### config.mk
export PLATFORM = sky130hd
export DESIGN_NAME = ara_dram_preload_ctrl
export DESIGN_NICKNAME = d
export VERILOG_FILES = /design/src/rtl/ara_dram_preload_ctrl.sv
export SDC_FILE = /design/constraint.sdc
export NUM_CORES = 1
export LEC_CHECK = 0
export ABC_AREA = 1
export CORE_MARGIN = 2
export CORE_UTILIZATION = 30
export CTS_CLUSTER_DIAMETER = 200
export DETAILED_ROUTE_END_ITERATION = 10
export GPL_TIMING_DRIVEN = 0
export PLACE_DENSITY = 0.51
export SYNTH_ARGS = -nofsm -noshare
export SYNTH_HDL_FRONTEND = slang
export SYNTH_SLANG_ARGS = --single-unit
### constraint.sdc
create_clock -name clk_i -period 4.6 [get_ports clk_i]
set_input_delay 0.46 -clock clk_i [delete_from_list [all_inputs] [get_ports clk_i]]
set_output_delay 0.46 -clock clk_i [all_outputs]
set_load 0.02 [all_outputs]
### src/rtl/ara_dram_preload_ctrl.sv
// rtl/ara_dram_preload_ctrl.sv - ELF image preload sequencer issuing range-checked DRAM row writes
//
// Purpose : accepts section descriptors and row-wide data beats from a host/debug
//           stream, writes each in-window row to the DRAM write port, and holds the
//           core in reset until the final section has been committed.
// Ports   : clk_i, rst_ni            clock, asynchronous active-low reset
//           sec_*                    section descriptor handshake (addr, len, last)
//           data_valid_i/ready_o/i   row data beats, byte b at [8b+:8]
//           mem_req_o/gnt_i/addr_o/wdata_o/be_o   DRAM row write port
//           core_rst_no, done_o      core reset release / image complete
//           err_o, err_cnt_o         sticky error flag, saturating event count
// Option  : ARA_PRELOAD_BE_TRIM_EN   trims byte enables on the first (misaligned)
//           and last (partial) row of a section; otherwise mem_be_o is all ones.
module ara_dram_preload_ctrl #(
  parameter int unsigned               NrLanes      = 4,
  parameter int unsigned               AxiAddrWidth = 64,
  parameter int unsigned               AxiDataWidth = 64 * NrLanes / 2,
  parameter logic [AxiAddrWidth-1:0]   DRAMAddrBase = 64'h8000_0000,
  parameter logic [AxiAddrWidth-1:0]   DRAMLength   = 64'h4000_0000
) (
  input  logic                        clk_i,
  input  logic                        rst_ni,
  input  logic                        sec_valid_i,
  output logic                        sec_ready_o,
  input  logic [AxiAddrWidth-1:0]     sec_addr_i,
  input  logic [AxiAddrWidth-1:0]     sec_len_i,
  input  logic                        sec_last_i,
  input  logic                        data_valid_i,
  output logic                        data_ready_o,
  input  logic [AxiDataWidth-1:0]     data_i,
  output logic                        mem_req_o,
  input  logic                        mem_gnt_i,
  output logic [AxiAddrWidth-1:0]     mem_addr_o,
  output logic [AxiDataWidth-1:0]     mem_wdata_o,
  output logic [AxiDataWidth/8-1:0]   mem_be_o,
  output logic                        core_rst_no,
  output logic                        done_o,
  output logic                        err_o,
  output logic [15:0]                 err_cnt_o
);

  localparam int unsigned BeWidth    = AxiDataWidth / 8;
  localparam int unsigned ByteOffset = $clog2(BeWidth);

  typedef enum logic [1:0] {
    S_IDLE  = 2'd0,
    S_DATA  = 2'd1,
    S_WRITE = 2'd2,
    S_DONE  = 2'd3
  } state_e;

  state_e                    r_state;
  logic [AxiAddrWidth-1:0]   r_sec_addr;
  logic [AxiAddrWidth-1:0]   r_nrows;
  logic [AxiAddrWidth-1:0]   r_w;
  logic                      r_last;
  logic                      r_sec_ready;
  logic                      r_data_ready;
  logic                      r_mem_req;
  logic [AxiAddrWidth-1:0]   r_mem_addr;
  logic [AxiDataWidth-1:0]   r_wdata;
  logic [BeWidth-1:0]        r_be;
  logic                      r_core_rst_n;
  logic                      r_done;
  logic                      r_err;
  logic [15:0]               r_err_cnt;
`ifdef ARA_PRELOAD_BE_TRIM_EN
  logic [ByteOffset-1:0]     r_len_rem;
  logic [ByteOffset-1:0]     r_misalign;
`endif

  logic [AxiAddrWidth-1:0]   w_nrows;
  logic [AxiAddrWidth-1:0]   w_row_byte;
  logic [AxiAddrWidth-1:0]   w_row_idx;
  logic [AxiAddrWidth-1:0]   w_dram_end;
  logic [AxiAddrWidth-1:0]   w_w_next;
  logic                      w_in_range;
  logic                      w_last_row;
  logic                      w_misaligned;
  logic                      w_sec_hs;
  logic                      w_beat;
  logic [15:0]               w_err_cnt_inc;
  logic [BeWidth-1:0]        w_be;

  // ceil(len/BeWidth); the add wraps at full width by design
  assign w_nrows       = (sec_len_i + AxiAddrWidth'(BeWidth - 1)) >> ByteOffset;
  assign w_row_byte    = r_sec_addr + (r_w << ByteOffset);
  assign w_dram_end    = DRAMAddrBase + DRAMLength;
  assign w_in_range    = (w_row_byte >= DRAMAddrBase) && (w_row_byte < w_dram_end);
  // a misaligned section lands on the floored row index
  assign w_row_idx     = (w_row_byte - DRAMAddrBase) >> ByteOffset;
  assign w_w_next      = r_w + AxiAddrWidth'(1);
  assign w_last_row    = (w_w_next == r_nrows);
  assign w_misaligned  = |sec_addr_i[ByteOffset-1:0];
  assign w_sec_hs      = sec_valid_i & r_sec_ready;
  assign w_beat        = data_valid_i & r_data_ready;
  assign w_err_cnt_inc = (&r_err_cnt) ? r_err_cnt : r_err_cnt + 16'd1;

`ifdef ARA_PRELOAD_BE_TRIM_EN
  logic [BeWidth-1:0] w_be_head;
  logic [BeWidth-1:0] w_be_tail;
  assign w_be_head = (r_w == '0) ? ({BeWidth{1'b1}} << r_misalign) : {BeWidth{1'b1}};
  assign w_be_tail = (w_last_row && (r_len_rem != '0)) ? ~({BeWidth{1'b1}} << r_len_rem)
                                                       : {BeWidth{1'b1}};
  assign w_be      = w_be_head & w_be_tail;
`else
  assign w_be      = {BeWidth{1'b1}};
`endif

  always_ff @(posedge clk_i or negedge rst_ni) begin
    if (!rst_ni) begin
      r_state      <= S_IDLE;
      r_sec_addr   <= '0;
      r_nrows      <= '0;
      r_w          <= '0;
      r_last       <= 1'b0;
      r_sec_ready  <= 1'b0;
      r_data_ready <= 1'b0;
      r_mem_req    <= 1'b0;
      r_mem_addr   <= '0;
      r_wdata      <= '0;
      r_be         <= '0;
      r_core_rst_n <= 1'b0;
      r_done       <= 1'b0;
      r_err        <= 1'b0;
      r_err_cnt    <= '0;
`ifdef ARA_PRELOAD_BE_TRIM_EN
      r_len_rem    <= '0;
      r_misalign   <= '0;
`endif
    end else begin
      case (r_state)
        S_IDLE: begin
          // ready comes up one cycle after reset release or section end
          r_sec_ready <= 1'b1;
          if (w_sec_hs) begin
            r_sec_addr <= sec_addr_i;
            r_last     <= sec_last_i;
            r_nrows    <= w_nrows;
            r_w        <= '0;
`ifdef ARA_PRELOAD_BE_TRIM_EN
            r_len_rem  <= sec_len_i[ByteOffset-1:0];
            r_misalign <= sec_addr_i[ByteOffset-1:0];
`endif
            if (w_misaligned) begin
              r_err     <= 1'b1;
              r_err_cnt <= w_err_cnt_inc;
            end
            if (sec_len_i == '0) begin
              if (sec_last_i) begin
                r_state      <= S_DONE;
                r_sec_ready  <= 1'b0;
                r_done       <= 1'b1;
                r_core_rst_n <= 1'b1;
              end
            end else begin
              r_state      <= S_DATA;
              r_sec_ready  <= 1'b0;
              r_data_ready <= 1'b1;
            end
          end
        end

        S_DATA: begin
          if (w_beat) begin
            if (w_in_range) begin
              r_state      <= S_WRITE;
              r_data_ready <= 1'b0;
              r_mem_req    <= 1'b1;
              r_mem_addr   <= w_row_idx;
              r_wdata      <= data_i;
              r_be         <= w_be;
            end else begin
              // out-of-window row: consume and drop, one row per cycle
              r_err     <= 1'b1;
              r_err_cnt <= w_err_cnt_inc;
              r_w       <= w_w_next;
              if (w_last_row) begin
                r_data_ready <= 1'b0;
                if (r_last) begin
                  r_state      <= S_DONE;
                  r_done       <= 1'b1;
                  r_core_rst_n <= 1'b1;
                end else begin
                  r_state     <= S_IDLE;
                  r_sec_ready <= 1'b1;
                end
              end
            end
          end
        end

        S_WRITE: begin
          // request, address, data and BE stay frozen until granted
          if (mem_gnt_i) begin
            r_mem_req <= 1'b0;
            r_w       <= w_w_next;
            if (w_last_row) begin
              if (r_last) begin
                r_state      <= S_DONE;
                r_done       <= 1'b1;
                r_core_rst_n <= 1'b1;
              end else begin
                r_state     <= S_IDLE;
                r_sec_ready <= 1'b1;
              end
            end else begin
              r_state      <= S_DATA;
              r_data_ready <= 1'b1;
            end
          end
        end

        S_DONE: begin
          r_sec_ready  <= 1'b0;
          r_data_ready <= 1'b0;
        end

        default: r_state <= S_IDLE;
      endcase
    end
  end

  assign sec_ready_o  = r_sec_ready;
  assign data_ready_o = r_data_ready;
  assign mem_req_o    = r_mem_req;
  assign mem_addr_o   = r_mem_addr;
  assign mem_wdata_o  = r_wdata;
  assign mem_be_o     = r_be;
  assign core_rst_no  = r_core_rst_n;
  assign done_o       = r_done;
  assign err_o        = r_err;
  assign err_cnt_o    = r_err_cnt;

endmodule

==> metrics.cfg, run 1 <==
[timing]
period_share=0.9111
fmax_mhz=238.6
grt_setup_unrepaired=false
maxSlewHeadroom=0.1926
finalSetupViolations=0
slew_viol_final=0
fin_skew_ns=0.03518
period_needed_ns=4.191
tightest_slew_ns=1.211
finalHoldViolCount=0

[floorplanning]
die_h_um=296.8
initial_core_util=0.3026
rows=107
pin_count=492
core_sq_um=85010
fp.dieArea_sq_um=88110
die_w_um=296.8

[grt]
antenna_found_initial=1
grt_max_degree=116
grt_usage=0.2246
grt_first_pass_wirelength_mm=153.3
grt-ovfl-total=0
grt_pass1_vias=25280

[setup_path]
cp-start-kind=flop
r2r_start=r_w[1]
critPathRequiredTime_ns=5.05
cp_data_arrival_time_ns=4.64
startpoint=r_w[1]
worst-setup-path-type=reg2reg
crit_path_max_fanout=10
critPathCaptureType=flop

[power_and_ir_drop]
p_leak_uw=0.01666
net-switching-power_uw=4812
power.density_nw_per_um2=378.0
power.share.sequential=0.355
total_power_uw=12840
intPower_uw=8031
clkPwrFrac=0.331
comb_power_share=0.314
swShare=0.3747
ir_drop_mv=0.2534

[route]
route.detailed.drc=0
viasPerCell=4.599
drtPass1Iterations=5
wirelength_mm=100.3
met2_length_mm=47.27
route.met3.wl_mm=4.761
drt_iter0_drc=1726
vias=25990
routed.top_layer=met5
wl_met1_mm=45.19
ant_nets=0
wl_per_cell_um=17.75

[place]
place_inst=5556
dp_hpwl_mm=82.51
port_buffers=487
gp_congestion=0.9459

[clock_tree]
clk_latency_ns=0.61
clockBufferDepth=3
cts_tree=done
clk_root_buffer_cell=clkbuf_16
numCtsBuffers=50
clk_pin_slew_worst_paths_ns=0.07
cts_max_level=2
cts_num_sinks=398

[logic_synthesis]
synth_top_cell_area_share=0.3872
synth_top_cell_by_area=dfrtp_1
synthFlopType=dfrtp_1
synthArstFlopShare=1.000
synth.most_common_cell=nand2_1
syn_inst=3919
syn_area_per_cell_sq_um=6.564
synth_area_sq_um=25720
synth-edff-count=0
ys_types=46
synth_top_cells_by_count=nand2_1, inv_1, dfrtp_1
yosys-top-cells-area=dfrtp_1, nand2_1, inv_1
yosysSeqAreaShare=0.3872
yosysWarnings=0
synth.ff_latch_count=398

[finish]
drive_gt1_frac=0.04615
antennaDiodeCount=0
final_cells=5651
layout.nets=4798
syn_to_final_growth_pct=32.06

[status]
status=finished clean

[flow_run]
maxCapViolCount=0

[worst_hold_path]
worstHoldPathType=in2reg
hp-start=sec_addr_i[52]

sequential cells by signal, summed over array words and instances, names as in the netlist:
signal and count:
r_sec_addr 60, core_rst_no 1, mem_addr_o 60, err_o 1, err_cnt_o 16, sec_ready_o 1
mem_be_o 1, r_state 2, mem_wdata_o 128, r_nrows 60, mem_req_o 1, done_o 1
data_ready_o 1, r_w 64, r_last 1
stage by stage:
step	TNS, ns	cell area [sq um]	utilization	worst slack, ns	hold WS (ns)
floorplan	0	25740	-	1.429	0.1644
global placement	-6310.96	32040	0.3769	-15.92	0.4488
detailed placement	-21.69	32130	0.3779	-0.3259	0.4561
CTS	0	33960	0.3994	0.06259	0.3670
global route	0	33970	0.3996	0.01672	0.3946
finish	0	33970	0.3996	0.4092	0.4082
layout by cell type, fill, tap and decap left out, types with 53 or more instances in the layout:
| cell | n |
|---|---|
| nand2_1 | 1754 |
| clkdlybuf4s50_1 | 486 |
| inv_1 | 453 |
| dfrtp_1 | 397 |
| nor2_1 | 324 |
| nand3_1 | 207 |
| o21ai_0 | 183 |
| ha_1 | 68 |
| xor2_1 | 61 |
| a21oi_1 | 57 |
| clkbuf_16 | 53 |
cells by family after synthesis:
| group | synth area share |
|---|---|
| other cells | 0.0001458 |
| xor+xnor | 0.03920 |
| flops | 0.3872 |
| compound gates | 0.05968 |
| buf+inv | 0.08998 |
| simple gates | 0.3900 |
| fa+ha+maj | 0.03385 |
power by group through the flow:
stage | Combinational (uW) | Clock, uW | Sequential (uW)
after floorplan | 2460 | 0 | 4420
after global placement | 4000 | 0 | 4620
after detailed placement | 4020 | 0 | 4620
after CTS | 4050 | 4360 | 4570
after global routing | 4570 | 4490 | 4620
final | 4030 | 4250 | 4560
per-layer routing:
layer  vias up  global-route usage
met4         2             0.06732
met5         -                   0
li1      13290                   -
met1     11880              0.2943
met2       692              0.3833
met3       132             0.03065
final timing paths:
| check | end | slack, ns | cells past startpoint |
|---|---|---|---|
| hold / removal | r_sec_addr[52] | 0.41 | 3 |
| setup reg to reg | r_w[16] | 0.41 | 20 |
| max in group asynchronous | r_nrows[11] | 2.61 | 4 |
| setup / recovery | r_w[16] | 0.41 | 20 |
| min in group asynchronous | mem_wdata_o[54] | 0.55 | 2 |
| hold reg to reg | done_o | 0.46 | 2 |
critical path, stage by stage (launching register included):
cell,delay [ns]
dfrtp_1,0.55
inv_1,0.13
fa_1,0.43
inv_1,0.07
nand3_1,0.09
nor2_2,0.17
nor2_1,0.10
o21ai_1,0.32
nand2_1,0.13
nand2_1,0.08
nand2_1,0.04
nand2_1,0.06
nand2_1,0.06
nor2_1,0.12
nand3_1,0.15
nor2_4,0.26
nand4_4,0.22
nand2_1,0.14
buf_2,0.28
clkbuf_1,0.42
o21ai_0,0.18
timing repair:
item | CTS | global route
endpoints found under the hold margin | 98 | 0
pin swaps | 1 | 0
hold buffers | 1 | 0
resized for setup | 4 | 5
cloned | 0 | 0
setup endpoints to repair | 209 | 245
setup buffers | 1 | 1
cell type report:
cell class | count | area, sq um
multi-input cells | 2944 | 13480
well taps | 1144 | 1431
repair buffers | 493 | 5000
plain buffers | 109 | 551.8
inverters | 471 | 1768
fillers | 9099 | 51040
clock buffers | 62 | 1420
clock inverters | 30 | 359.1
flip-flops and latches | 398 | 9961
No activity file was read; power rests on OpenSTA's default activity.
==> run 2: changes to the inputs <==
==> constraint.sdc (replaced) <==
create_clock -name clk_i -period 3.9 [get_ports clk_i]
set_input_delay 0.39 -clock clk_i [delete_from_list [all_inputs] [get_ports clk_i]]
set_output_delay 0.39 -clock clk_i [all_outputs]
set_load 0.02 [all_outputs]
==> run 2 against run 1 <==
  * Design area rose by 3.0%
  * Count of clock-buffer cells in the layout did not move
  * First-iteration DRC count rose by 6.3%
  * Non-clock buffer count rose by 11
  * Register-to-register slack got worse by 0.18 ns
  * Largest cell class unchanged
  * Utilization rose by 1.2 points
  * Fmax rose by 14%
  * Critical endpoint is now mem_wdata_o[122]
  * Wire length rose by 0.71%
  * Final cell count rose by 0.19%
  * Clock power rose by 18%
  * Flip-flop and latch count did not move
==> metrics.cfg, run 2 (same netlist as run 1, synthesis figures left out) <==
[clock_tree]
cts_max_level=2  ; unchanged
cts_tree=done
clk_latency_ns=0.60  ; about the same
numCtsBuffers=50  ; unchanged
clk_root_buffer_cell=clkbuf_16
clockBufferDepth=3  ; unchanged
clk_pin_slew_worst_paths_ns=0.06  ; about the same
cts_num_sinks=398  ; unchanged

[grt]
antenna_found_initial=1  ; unchanged
grt-ovfl-total=0  ; unchanged
grt_pass1_vias=25380  ; +0.40%
grt_first_pass_wirelength_mm=153.8  ; +0.30%
grt_max_degree=116  ; unchanged
grt_usage=0.2251  ; +0.0005235

[power_and_ir_drop]
comb_power_share=0.329  ; +0.015
clkPwrFrac=0.320  ; -0.011
ir_drop_mv=0.3104  ; +22%
net-switching-power_uw=5863  ; +22%
p_leak_uw=0.01668  ; +0.14%
power.share.sequential=0.352  ; -0.003
swShare=0.3750  ; about the same
power.density_nw_per_um2=446.7  ; +18%
total_power_uw=15640  ; +22%
intPower_uw=9773  ; +22%

[finish]
drive_gt1_frac=0.08322  ; +0.03707
largest_register_ffs=128  ; unchanged
antennaDiodeCount=0  ; unchanged
layout_commonest_cell=nand2_1
syn_to_final_growth_pct=36.07
nFillCells=9022  ; -0.85%
mostFrequentLayoutCells=nand2_1, clkdlybuf4s50_1, inv_1, dfrtp_1, nor2_1
layout.nets=4809  ; +0.23%

[route]
drtPass1Iterations=5  ; unchanged
viasPerCell=4.605  ; +0.12%
route.detailed.drc=0  ; unchanged
wirelength_mm=101.0  ; +0.71%
drt_iter0_drc=1834  ; +6.3%
wl_per_cell_um=17.84  ; +0.52%
ant_nets=0  ; unchanged
vias=26070  ; +0.32%

[setup_path]
critical-path-top-delay-family=simple AND/OR/NAND/NOR gates
critPathCaptureType=flop
worst-setup-path-type=reg2reg
slowest_delay_ns=0.47  ; -0.08 ns
critPathRequiredTime_ns=4.38  ; -0.67 ns
cp_common_cell=nand2_1
cp-start-kind=flop
crit_path_max_fanout=10  ; unchanged
path_buf_inv=5  ; +1
slowest_stage=dfrtp_1
worstPathCellList=ha_2 > nand2_1 > nor2_1 > inv_1 > nor2_1 > nand2_1 > nor3_1 > nand2_1 > nand3_1 > nand2_1 > nand2_1 > nand2_1 > nor2_2 > nand3_2 > nor2_4 > nand4_4 > nor2_4 > buf_12 > inv_4 > buf_8 > buf_2 > nand2_1 > nand2_1
cp_data_arrival_time_ns=4.15  ; -0.49 ns

[timing]
tightest_slew_ns=1.192  ; -0.01947 ns
tns_ns=0  ; unchanged
period_share=0.9422  ; +0.03113
slew_viol_final=0  ; unchanged
hold_ws_ns=0.3389  ; -0.06936 ns
period_needed_ns=3.674  ; -0.5163 ns
finalHoldViolCount=0  ; unchanged
fin_skew_ns=0.03299  ; -0.002191 ns
finalSetupViolations=0  ; unchanged
layout_setup_ws_ns=0.2255  ; -0.1837 ns
maxSlewHeadroom=0.2056  ; +0.01298
fmax_mhz=272.1  ; +14%

[floorplanning]
die_w_um=296.8  ; unchanged
die_h_um=296.8  ; unchanged
core_sq_um=85010  ; unchanged
initial_core_util=0.3026  ; unchanged
fp.dieArea_sq_um=88110  ; unchanged
rows=107  ; unchanged
pin_count=492  ; unchanged

[place]
dp_hpwl_mm=82.51  ; unchanged
port_buffers=487  ; unchanged
gp_congestion=0.9459  ; unchanged
pre_cts_ws_ns=-1.026  ; -0.7000 ns

[worst_hold_path]
worstHoldPathType=in2reg

[status]
status=finished clean

[flow_run]
maxCapViolCount=0  ; unchanged

run 2: cell count changes in the layout (fill, tap and decap cells not counted), sizes merged:
cell,before,now
buf,66,78
clkbuf,111,110
run 2: worst paths after layout:
check,slack (ns),from,to,depth (start not counted)
max,0.23,r_w[29],mem_wdata_o[122],23
min,0.34,sec_addr_i[52],r_sec_addr[52],3
max reg2reg,0.23,r_w[29],mem_wdata_o[122],23
min reg2reg,0.47,done_o,done_o,2
max in group asynchronous,1.95,rst_ni,r_w[33],4
min in group asynchronous,0.48,rst_ni,mem_wdata_o[54],2
run 2: worst reg2reg max path: stages, from the launching register on:
cell,delay (ns)
dfrtp_1,0.47
ha_2,0.42
nand2_1,0.11
nor2_1,0.17
inv_1,0.09
nor2_1,0.16
nand2_1,0.11
nor3_1,0.16
nand2_1,0.10
nand3_1,0.10
nand2_1,0.05
nand2_1,0.05
nand2_1,0.05
nor2_2,0.11
nand3_2,0.11
nor2_4,0.25
nand4_4,0.16
nor2_4,0.20
buf_12,0.15
inv_4,0.07
buf_8,0.16
buf_2,0.19
nand2_1,0.08
nand2_1,0.05
run 2: what timing repair did:
action                                 in CTS  in global routing
pin swaps                                   5                 11
setup endpoints to repair                 270                273
gates resized for setup                    59                180
endpoints found under the hold margin      98                  0
hold buffers                                1                  0
setup buffers                               5                  8
run 2: cell type report:
type | instances | area (sq um) | share of cell area
multi-input combinational | 2944 | 14340 | 0.4097
tap | 1144 | 1431 | 0.04089
buffer | 109 | 606.8 | 0.01734
clock inverter | 30 | 359.1 | 0.01026
inverter | 471 | 1770 | 0.05058
sequential | 398 | 9992 | 0.2855
timing repair buffer | 504 | 5082 | 0.1452
clock buffer | 62 | 1420 | 0.04057
run 2: power groups by stage:
stage          registers, uW  logic [uW]  clock network [uW]
2_1_floorplan           5210        2900                   0
3_3_place_gp            5450        4710                   0
3_5_place_dp            5450        4740                   0
4_1_cts                 5400        4870                5140
5_1_grt                 5560        5780                5300
6_report                5500        5140                5000
run 2: stage by stage:
stage	instances	utilization	cell area, sq um
6_report	5662	0.4117	35000
5_1_grt	5662	0.4117	35000
4_1_cts	5654	0.4026	34230
3_5_place_dp	5556	0.3779	32130
3_3_place_gp	5553	0.3769	32040
2_1_floorplan	3922	-	25740
run 2: per-layer routing:
layer / routed length (um) / GRT usage / vias to the layer above
met5: 11 / 0 / -
met2: 47780 / 0.3850 / 695
met4: 3173 / 0.06732 / 2
met1: 45150 / 0.2944 / 11940
li1: - / - / 13290
met3: 4888 / 0.03065 / 137
